[config.mk]
export PLATFORM = sky130hd
export DESIGN_NAME = icache_direct
export DESIGN_NICKNAME = d
export VERILOG_FILES = /design/src/rtl/icache_direct_pkg.sv /design/src/rtl/icache_frame_array.sv /design/src/rtl/icache_direct.sv
export SDC_FILE = /design/constraint.sdc
export NUM_CORES = 2
export LEC_CHECK = 0
export ABC_AREA = 1
export CAP_MARGIN = 20
export CORE_MARGIN = 2
export CORE_UTILIZATION = 45
export DETAILED_ROUTE_END_ITERATION = 16
export PLACE_DENSITY = 0.68
export RECOVER_POWER = 50
export SETUP_SLACK_MARGIN = 0.05
export SYNTH_ARGS = -nofsm -noshare
export SYNTH_HDL_FRONTEND = slang
export SYNTH_HIERARCHICAL = 1
export SYNTH_SLANG_ARGS = --single-unit
[constraint.sdc]
create_clock -name CLK -period 30.5 [get_ports CLK]
set_input_delay 4.575 -clock CLK [delete_from_list [all_inputs] [get_ports CLK]]
set_output_delay 4.575 -clock CLK [all_outputs]
set_load 0.1 [all_outputs]
[src/rtl/icache_direct_pkg.sv]
// Shared types and constants for the direct-mapped instruction cache.
// Frame layout, controller states and the default geometry live here.
package icache_direct_pkg;

   localparam int ICACHE_SETS  = 16;
   localparam int ICACHE_IDX_W = $clog2(ICACHE_SETS);
   localparam int ICACHE_TAG_W = 30 - ICACHE_IDX_W;

   typedef enum logic [0:0] {
      IDLE = 1'b0,
      FILL = 1'b1
   } icache_state_t;

   typedef struct packed {
      logic                    valid;
      logic [ICACHE_TAG_W-1:0] tag;
      logic [31:0]             data;
   } icachef_t;

   // Instruction fetches are word granular; byte offset bits carry no meaning.
   function automatic logic [31:0] word_align(input logic [31:0] addr);
      return addr & 32'hFFFF_FFFC;
   endfunction

endpackage

[src/rtl/icache_frame_array.sv]
// Register-based frame store: SETS x {valid, tag, data}, one combinational
// read port, one write port, valid bits cleared asynchronously.
module icache_frame_array
   import icache_direct_pkg::*;
#(
   parameter int SETS  = ICACHE_SETS,
   parameter int IDX_W = $clog2(SETS),
   parameter int TAG_W = 30 - IDX_W
) (
   input  logic             clk,
   input  logic             rst,
   input  logic [IDX_W-1:0] ridx,
   output logic             rvalid,
   output logic [TAG_W-1:0] rtag,
   output logic [31:0]      rdata,
   input  logic             we,
   input  logic [IDX_W-1:0] widx,
   input  logic [TAG_W-1:0] wtag,
   input  logic [31:0]      wdata
);

   logic [SETS-1:0]  valid_q, valid_d;
   logic [TAG_W-1:0] tag_q  [SETS];
   logic [TAG_W-1:0] tag_d  [SETS];
   logic [31:0]      data_q [SETS];
   logic [31:0]      data_d [SETS];

   assign rvalid = valid_q[ridx];
   assign rtag   = tag_q[ridx];
   assign rdata  = data_q[ridx];

   // Next-state of the frame store: a write replaces the whole frame.
   always_comb begin
      valid_d = valid_q;
      tag_d   = tag_q;
      data_d  = data_q;
      if (we) begin
         valid_d[widx] = 1'b1;
         tag_d[widx]   = wtag;
         data_d[widx]  = wdata;
      end else begin
         valid_d = valid_q;
      end
   end

   // Frame storage with asynchronous clear.
   always_ff @(posedge clk or posedge rst) begin
      if (rst) begin
         valid_q <= '0;
         for (int i = 0; i < SETS; i++) begin
            tag_q[i]  <= '0;
            data_q[i] <= 32'h0000_0000;
         end
      end else begin
         valid_q <= valid_d;
         tag_q   <= tag_d;
         data_q  <= data_d;
      end
   end

endmodule

[src/rtl/icache_direct.sv]
// Direct-mapped, one-word-per-block, read-only instruction cache between the
// fetch port and the memory controller; same-cycle hits, single-word fills.
module icache_direct
   import icache_direct_pkg::*;
#(
   parameter int SETS = ICACHE_SETS
) (
   input  logic        CLK,
   input  logic        RST,
   input  logic        imemREN,
   input  logic [31:0] imemaddr,
   output logic [31:0] imemload,
   output logic        ihit,
   output logic        iREN,
   output logic [31:0] iaddr,
   input  logic [31:0] iload,
   input  logic        iwait
);

   localparam int IDX_W = $clog2(SETS);
   localparam int TAG_W = 30 - IDX_W;

   icache_state_t state_q, state_d;
   logic [31:0]   miss_addr_q, miss_addr_d;

   logic [IDX_W-1:0] req_idx_s, miss_idx_s;
   logic [TAG_W-1:0] req_tag_s, miss_tag_s;
   logic             frame_valid_s;
   logic [TAG_W-1:0] frame_tag_s;
   logic [31:0]      frame_data_s;
   logic             lookup_hit_s;
   logic             fill_done_s;
   logic             fwd_match_s;

   assign req_idx_s  = imemaddr[IDX_W+1:2];
   assign req_tag_s  = imemaddr[31:IDX_W+2];
   assign miss_idx_s = miss_addr_q[IDX_W+1:2];
   assign miss_tag_s = miss_addr_q[31:IDX_W+2];

   assign lookup_hit_s = frame_valid_s && (frame_tag_s == req_tag_s);
   assign fill_done_s  = (state_q == FILL) && !iwait;
   assign fwd_match_s  = (imemaddr[31:2] == miss_addr_q[31:2]);

   icache_frame_array #(
      .SETS  (SETS),
      .IDX_W (IDX_W),
      .TAG_W (TAG_W)
   ) u_frames (
      .clk    (CLK),
      .rst    (RST),
      .ridx   (req_idx_s),
      .rvalid (frame_valid_s),
      .rtag   (frame_tag_s),
      .rdata  (frame_data_s),
      .we     (fill_done_s),
      .widx   (miss_idx_s),
      .wtag   (miss_tag_s),
      .wdata  (iload)
   );

   // Controller state and captured miss address.
   always_ff @(posedge CLK or posedge RST) begin
      if (RST) begin
         state_q     <= IDLE;
         miss_addr_q <= 32'h0000_0000;
      end else begin
         state_q     <= state_d;
         miss_addr_q <= miss_addr_d;
      end
   end

   // Next state: a miss starts a fill, the fill always runs to completion.
   always_comb begin
      state_d     = state_q;
      miss_addr_d = miss_addr_q;
      case (state_q)
         IDLE: begin
            if (imemREN && !lookup_hit_s) begin
               state_d     = FILL;
               miss_addr_d = word_align(imemaddr);
            end else begin
               state_d = IDLE;
            end
         end
         FILL: begin
            if (!iwait) begin
               state_d = IDLE;
            end else begin
               state_d = FILL;
            end
         end
         default: begin
            state_d = IDLE;
         end
      endcase
   end

   // Outputs: hit/forward mux and fill request; imemload is forced to zero without a hit.
   always_comb begin
      ihit     = 1'b0;
      imemload = 32'h0000_0000;
      iREN     = 1'b0;
      iaddr    = 32'h0000_0000;
      if (RST) begin
         ihit = 1'b0;
      end else begin
         case (state_q)
            IDLE: begin
               if (imemREN && lookup_hit_s) begin
                  ihit     = 1'b1;
                  imemload = frame_data_s;
               end else begin
                  ihit = 1'b0;
               end
            end
            FILL: begin
               iREN  = 1'b1;
               iaddr = miss_addr_q;
               if (!iwait && imemREN && fwd_match_s) begin
                  ihit     = 1'b1;
                  imemload = iload;
               end else begin
                  ihit = 1'b0;
               end
            end
            default: begin
               ihit = 1'b0;
            end
         endcase
      end
   end

endmodule

After elaboration in Yosys (flattened, before gate mapping)
Cells that the tools add are included.
W data, S select, Z words.
{"block": "totals", "reg_bits": 975, "input_bits": 68, "output_inout_bits": 66, "elab_cells": 89}
{"block": "op_classes", "magnitude_cmp": 6, "eq_ne": 2, "mux": 31, "bitwise_logic": 4, "reduce_logical": 11}
{"operator": "$bwmux W512", "n": 1}
{"operator": "$bwmux W416", "n": 1}
{"operator": "$mux W32", "n": 8}
{"operator": "$bmux W32 S4", "n": 1}
{"operator": "$demux W32 S4", "n": 1}
{"operator": "$bmux W26 S4", "n": 1}
{"operator": "$demux W26 S4", "n": 1}
{"operator": "$mux W26", "n": 3}
{"operator": "$pmux W32 S2", "n": 1}
{"operator": "$eq A30 B30 Y1", "n": 1}
{"operator": "$eq A26 B26 Y1", "n": 1}
{"operator": "$or A16 B16 Y16", "n": 1}
{"operator": "$ge A5 B5 Y1 const B", "n": 2}
{"operator": "$lt A4 B5 Y1 const B", "n": 2}
{"operator": "$not A4 Y5", "n": 2}
{"operator": "$mux W1", "n": 9}
{"operator": "$logic_and A1 B1 Y1", "n": 8}
{"operator": "$lt A5 B1 Y1 const B", "n": 1}
{"operator": "$bmux W1 S4", "n": 1}
{"operator": "$demux W1 S4", "n": 1}
{"operator": "$ge A4 B1 Y1 const B", "n": 1}
{"operator": "$pmux W1 S2", "n": 2}
{"operator": "$logic_not A1 Y1", "n": 2}
{"operator": "$reduce_and A2 Y1", "n": 1}
{"operator": "$not A1 Y1", "n": 1}

Longest topological paths before layout
{"block": "depth", "depth_word": 10, "mapped_depth": 22, "mapped_depth_nobuf": 17}

Cells and area by module
Netlist, hierarchy kept.
{"module": "icache_frame_array", "instances": 1, "cells_each": 6057, "area_each_um2": 45522.4, "seq_area_each_um2": 23622.7}
{"module": "icache_direct", "instances": 1, "cells_each": 523, "area_each_um2": 3285.7, "seq_area_each_um2": 775.7}

Least setup slack after synthesis
No wires, ideal clock.
{"block": "synth_timing", "path_type": "input to output", "startpoint": "input imemaddr[2]", "endpoint": "output imemload[0]", "t_arrival_ns": 7.752, "required_time_ns": 25.925, "path_slack_ns": 18.173, "path_stages": 18, "n_path_buf": 3, "path_cell_list": "buf_2 -> inv_2 -> buf_2 -> buf_1 -> nand2_1 -> nand3_1 -> nand3_1 -> nand3_1 -> nand2_1 -> inv_1 -> nand2_1 -> nand2_1 -> nand2_1 -> nor2_1 -> nand3_2 -> nor2_4 -> nand2_4 -> a21oi_1"}
{"block": "synth_via", "elab_chain_len": 10, "elab_cells_between_ends": 18, "cone_classes": "2 x eq/ne; 12 x mux; 1 x bitwise; 3 x reduce/logical"}
{"element": "start, declared", "line": "icache_direct.sv:11", "text": "input logic [31:0] imemaddr,"}
{"element": "$not A4 Y5 (implied by the code)", "line": "icache_frame_array.sv:29", "text": "assign rtag = tag_q[ridx];"}
{"element": "$bmux W26 S4", "line": "icache_frame_array.sv:29"}
{"element": "$mux W26 (implied by the code) (2 in series)", "line": "icache_frame_array.sv:29"}
{"element": "via frame_tag_s[4]", "line": "icache_direct.sv:29", "text": "logic [TAG_W-1:0] frame_tag_s;"}
{"element": "$eq A26 B26 Y1", "line": "icache_direct.sv:40", "text": "assign lookup_hit_s = frame_valid_s && (frame_tag_s == req_tag_s);"}
{"element": "$logic_and A1 B1 Y1", "line": "icache_direct.sv:40"}
{"element": "$logic_and A1 B1 Y1", "line": "icache_direct.sv:109", "text": "if (imemREN && lookup_hit_s) begin"}
{"element": "$mux W32", "line": "icache_direct.sv:109"}
{"element": "$pmux W32 S2", "line": "icache_direct.sv:107", "text": "case (state_q)"}
{"element": "$mux W32", "line": "icache_direct.sv:104", "text": "if (RST) begin"}
{"element": "end, declared", "line": "icache_direct.sv:12", "text": "output logic [31:0] imemload,"}
The timed path passes the listed nets, and every way through them passes these cells. The select of a mux whose other input is x is not followed.

Worst setup path in the final report
Same ends and word-level chain as after synthesis.

==> metrics <==
worst skew pair latency between 600 and 700 ps; Fmax achieved ~0.066 GHz; Rel. slew slack -5.06; CP top delay family buffers and inverters; Mapped Avg Cell Area ~7.4 µm²; worst hold margin roughly 460 ps; reg2reg start state_q$_DFF_PP0_; Hold Path Class flop to flop; slowest CP cell clkdlybuf4s50_1; simple-gate share of the synthesized area 0.259; Chip Height 333 µm; routed len/inst 17.8 µm; CTS max path bufs 3; pin count of the biggest net entering global routing 197; Post-Synth XOR/XNOR Area 0.00144; Initial Util 0.455; Final Hold Vio Count 0; commonest non-fill, non-tap cell in the layout nand2_1; CP arrival 10480 ps; commonest cells after routing, fill and taps aside nand2_1 (2127), inv_1 (1004), dfrtp_1 (974), o21ai_0 (974), nand3_1 (800); Crit Path Class input pin to output port; # rows between 100 and 150; P_leak 26.2 nW; Slew Limit Fails 1414; # fillers 10195; first-pass GRT wire length about 220000 µm; failing checks capacitance limit, slew limit; GPL Wtd Cong around 0.85; Mapped Area about 49000 µm²; # DRC 0; DR iter-0 viols about 4400; grt ovf 0; Nets around 6500; HP Start u_frames/valid_q[0]$_DFFE_PP0P_; I/O Pins 134; Port Buffers 129; Post-DRT Antenna Nets 0; worst path cell trace buf_8, buf_4, buf_4, nand2_1, o21ai_0, nand2_1, nand3_1, nand3_1, nand2_1, nor2_1, nor2_1, nand2_1, nor2_1, nand3_2, nor2_4, nand2_4, a21oi_1, clkdlybuf4s50_1; hold path depth 2; antenna violations before repair 0; fin crit share 0.494; clk sinks between 900 and 1000; CTS Buf Count roughly 110; die width 333 µm; CTS resizes 0; CP Launch Type input pin; Cells after Synth between 6000 and 7000; min Tclk post-route 15060 ps; Worst Setup End Kind output port; slowest stage delay, CP roughly 1200 ps; R2R setup slack 23780 ps; Seq/Total Area, Yosys 0.500; Worst-Margin Slew 9090 ps; warnings from Yosys 6; vias per inst 5.26; FF-to-FF End u_frames/tag_q[91]$_DFFE_PP0P_; flops & latches, synth between 900 and 1000; Hold Path End u_frames/valid_q[0]$_DFFE_PP0P_; outcome finished with violations; Post-Synth Adder-Cell Area 0; Detail Placement HPWL around 73000 µm; design area about 54000 µm²; Final setup violation count 0; worst path buffer plus inverter count 4; setup bufs post-CTS 0; sum of negative setup slack 0 ps; worst vdd ir 0.0000465 V; Final Core Density 0.500; die area 111000 µm²; Reg clk slew, reported paths ~60 ps; pwr dens about 85 nW/µm²; Area growth syn-to-layout 9.88%; Root Buffer Master clkbuf_16; cell seen most often among critical-path stages nand2_1; Final Total Pwr 4.53 mW; routed vias about 42000; vias in the first global route 39776; crit path max fanout between 90 and 100; # hold bufs at CTS 0; Unique masters post-synth 34; layout cells sized above 1 0.0453; H-tree levels 3; Compound-Gate Fraction of Synth Area 0.108; RSZ-0062 raised after global routing no; GRT Overall Usage 0.252; area of the core 107000 µm²; mux share of post-synthesis cell area 0.00656; CTS tree yes; largest family of logic cells by synthesized area simple AND/OR/NAND/NOR gates; routed wire length 141000 µm; # diodes 0; Max-Cap Viols 26; skew final around 24 ps; Area after DPL about 50000 µm²; Critical Path RT roughly 26000 ps; Register-to-Register Path Depth 6; Pre-Repair DR Iteration Count 7
state kept, by name (all words and copies together) (netlist names):
signal,cells
miss_addr_q,30
u_frames/valid_q,16
u_frames/tag_q,416
state_q,1
u_frames/data_q,512
metal layers:
metal | global-route usage | routed length (µm)
met5 | 0 | 0
met4 | 0.0738 | 3470
met3 | 0.0281 | 9780
met2 | 0.406 | 63900
met1 | 0.360 | 63500
layout make-up:
type,count,area [µm²],share of cell area
clock inverters,36,372,0.00693
well taps,1403,1760,0.0327
inverters,1023,3860,0.0721
multi-input cells,4111,18200,0.340
repair buffers,188,1730,0.0323
flip-flops and latches,975,24400,0.455
clock buffers,161,3270,0.0609
through the flow:
stage | setup WS (ps) | instances
after global placement | 15480 | 7694
final | 15440 | 7897
after floorplan | 12930 | 6581
after global routing | 14070 | 7897
after CTS | 15430 | 7892
after detailed placement | 15470 | 7695
synth_stat cells:
cell | count | area [µm²]
a21oi_1 | 3 | 15.0
a21oi_2 | 27 | 236
a21oi_4 | 2 | 32.5
buf_1 | 48 | 180
buf_12 | 1 | 20.0
buf_2 | 118 | 591
buf_4 | 45 | 338
buf_6 | 15 | 169
clkbuf_1 | 243 | 912
clkbuf_8 | 2 | 27.5
clkinv_1 | 2 | 7.51
conb_1 | 1 | 3.75
dfrtp_1 | 975 | 24400
inv_1 | 1006 | 3780
inv_2 | 15 | 56.3
mux2i_1 | 32 | 320
nand2_1 | 2125 | 7980
nand2_2 | 5 | 31.3
nand2_4 | 1 | 11.3
nand3_1 | 794 | 3970
nand3_2 | 4 | 40.0
nand3_4 | 3 | 52.6
nand4_1 | 12 | 75.1
nor2_1 | 62 | 233
nor2_2 | 8 | 50.1
nor2_4 | 4 | 45.0
nor3_1 | 1 | 5.00
nor3_4 | 3 | 48.8
o21ai_0 | 916 | 4580
o21ai_1 | 81 | 405
o21ai_4 | 1 | 16.3
or2_2 | 17 | 106
xnor2_1 | 6 | 52.6
xor2_1 | 2 | 17.5
worst max path at each step:
stage / from / slack [ps] / depth (start not counted) / end
after floorplan: RST / 12930 / 1 / u_frames/data_q[0]$_DFFE_PP0P_
after CTS: imemaddr[2] / 15430 / 18 / imemload[0]
final: imemaddr[2] / 15440 / 18 / imemload[0]
after global routing: RST / 14070 / 4 / u_frames/data_q[145]$_DFFE_PP0P_
after detailed placement: imemaddr[2] / 15470 / 18 / imemload[0]
after global placement: imemaddr[2] / 15480 / 18 / imemload[0]
cells by family after synthesis:
group,after synthesis
multiplexers,32
flip-flops,975
AO/OA/AOI/OAI,1030
XOR/XNOR,8
buffers and inverters,1495
other,1
AND/OR/NAND/NOR,3039
power by group:
group | total (mW) | switching (mW) | internal (mW)
sequential | 2.09 | 0.237 | 1.85
combinational | 1.12 | 0.716 | 0.407
clock | 1.32 | 0.527 | 0.794
tightest hold or removal path: stages (launching register included):
cell	delay (ps)
dfrtp_1	320
inv_1	50
nand2_1	50
Note: power is estimated with default switching activity, not from simulation.
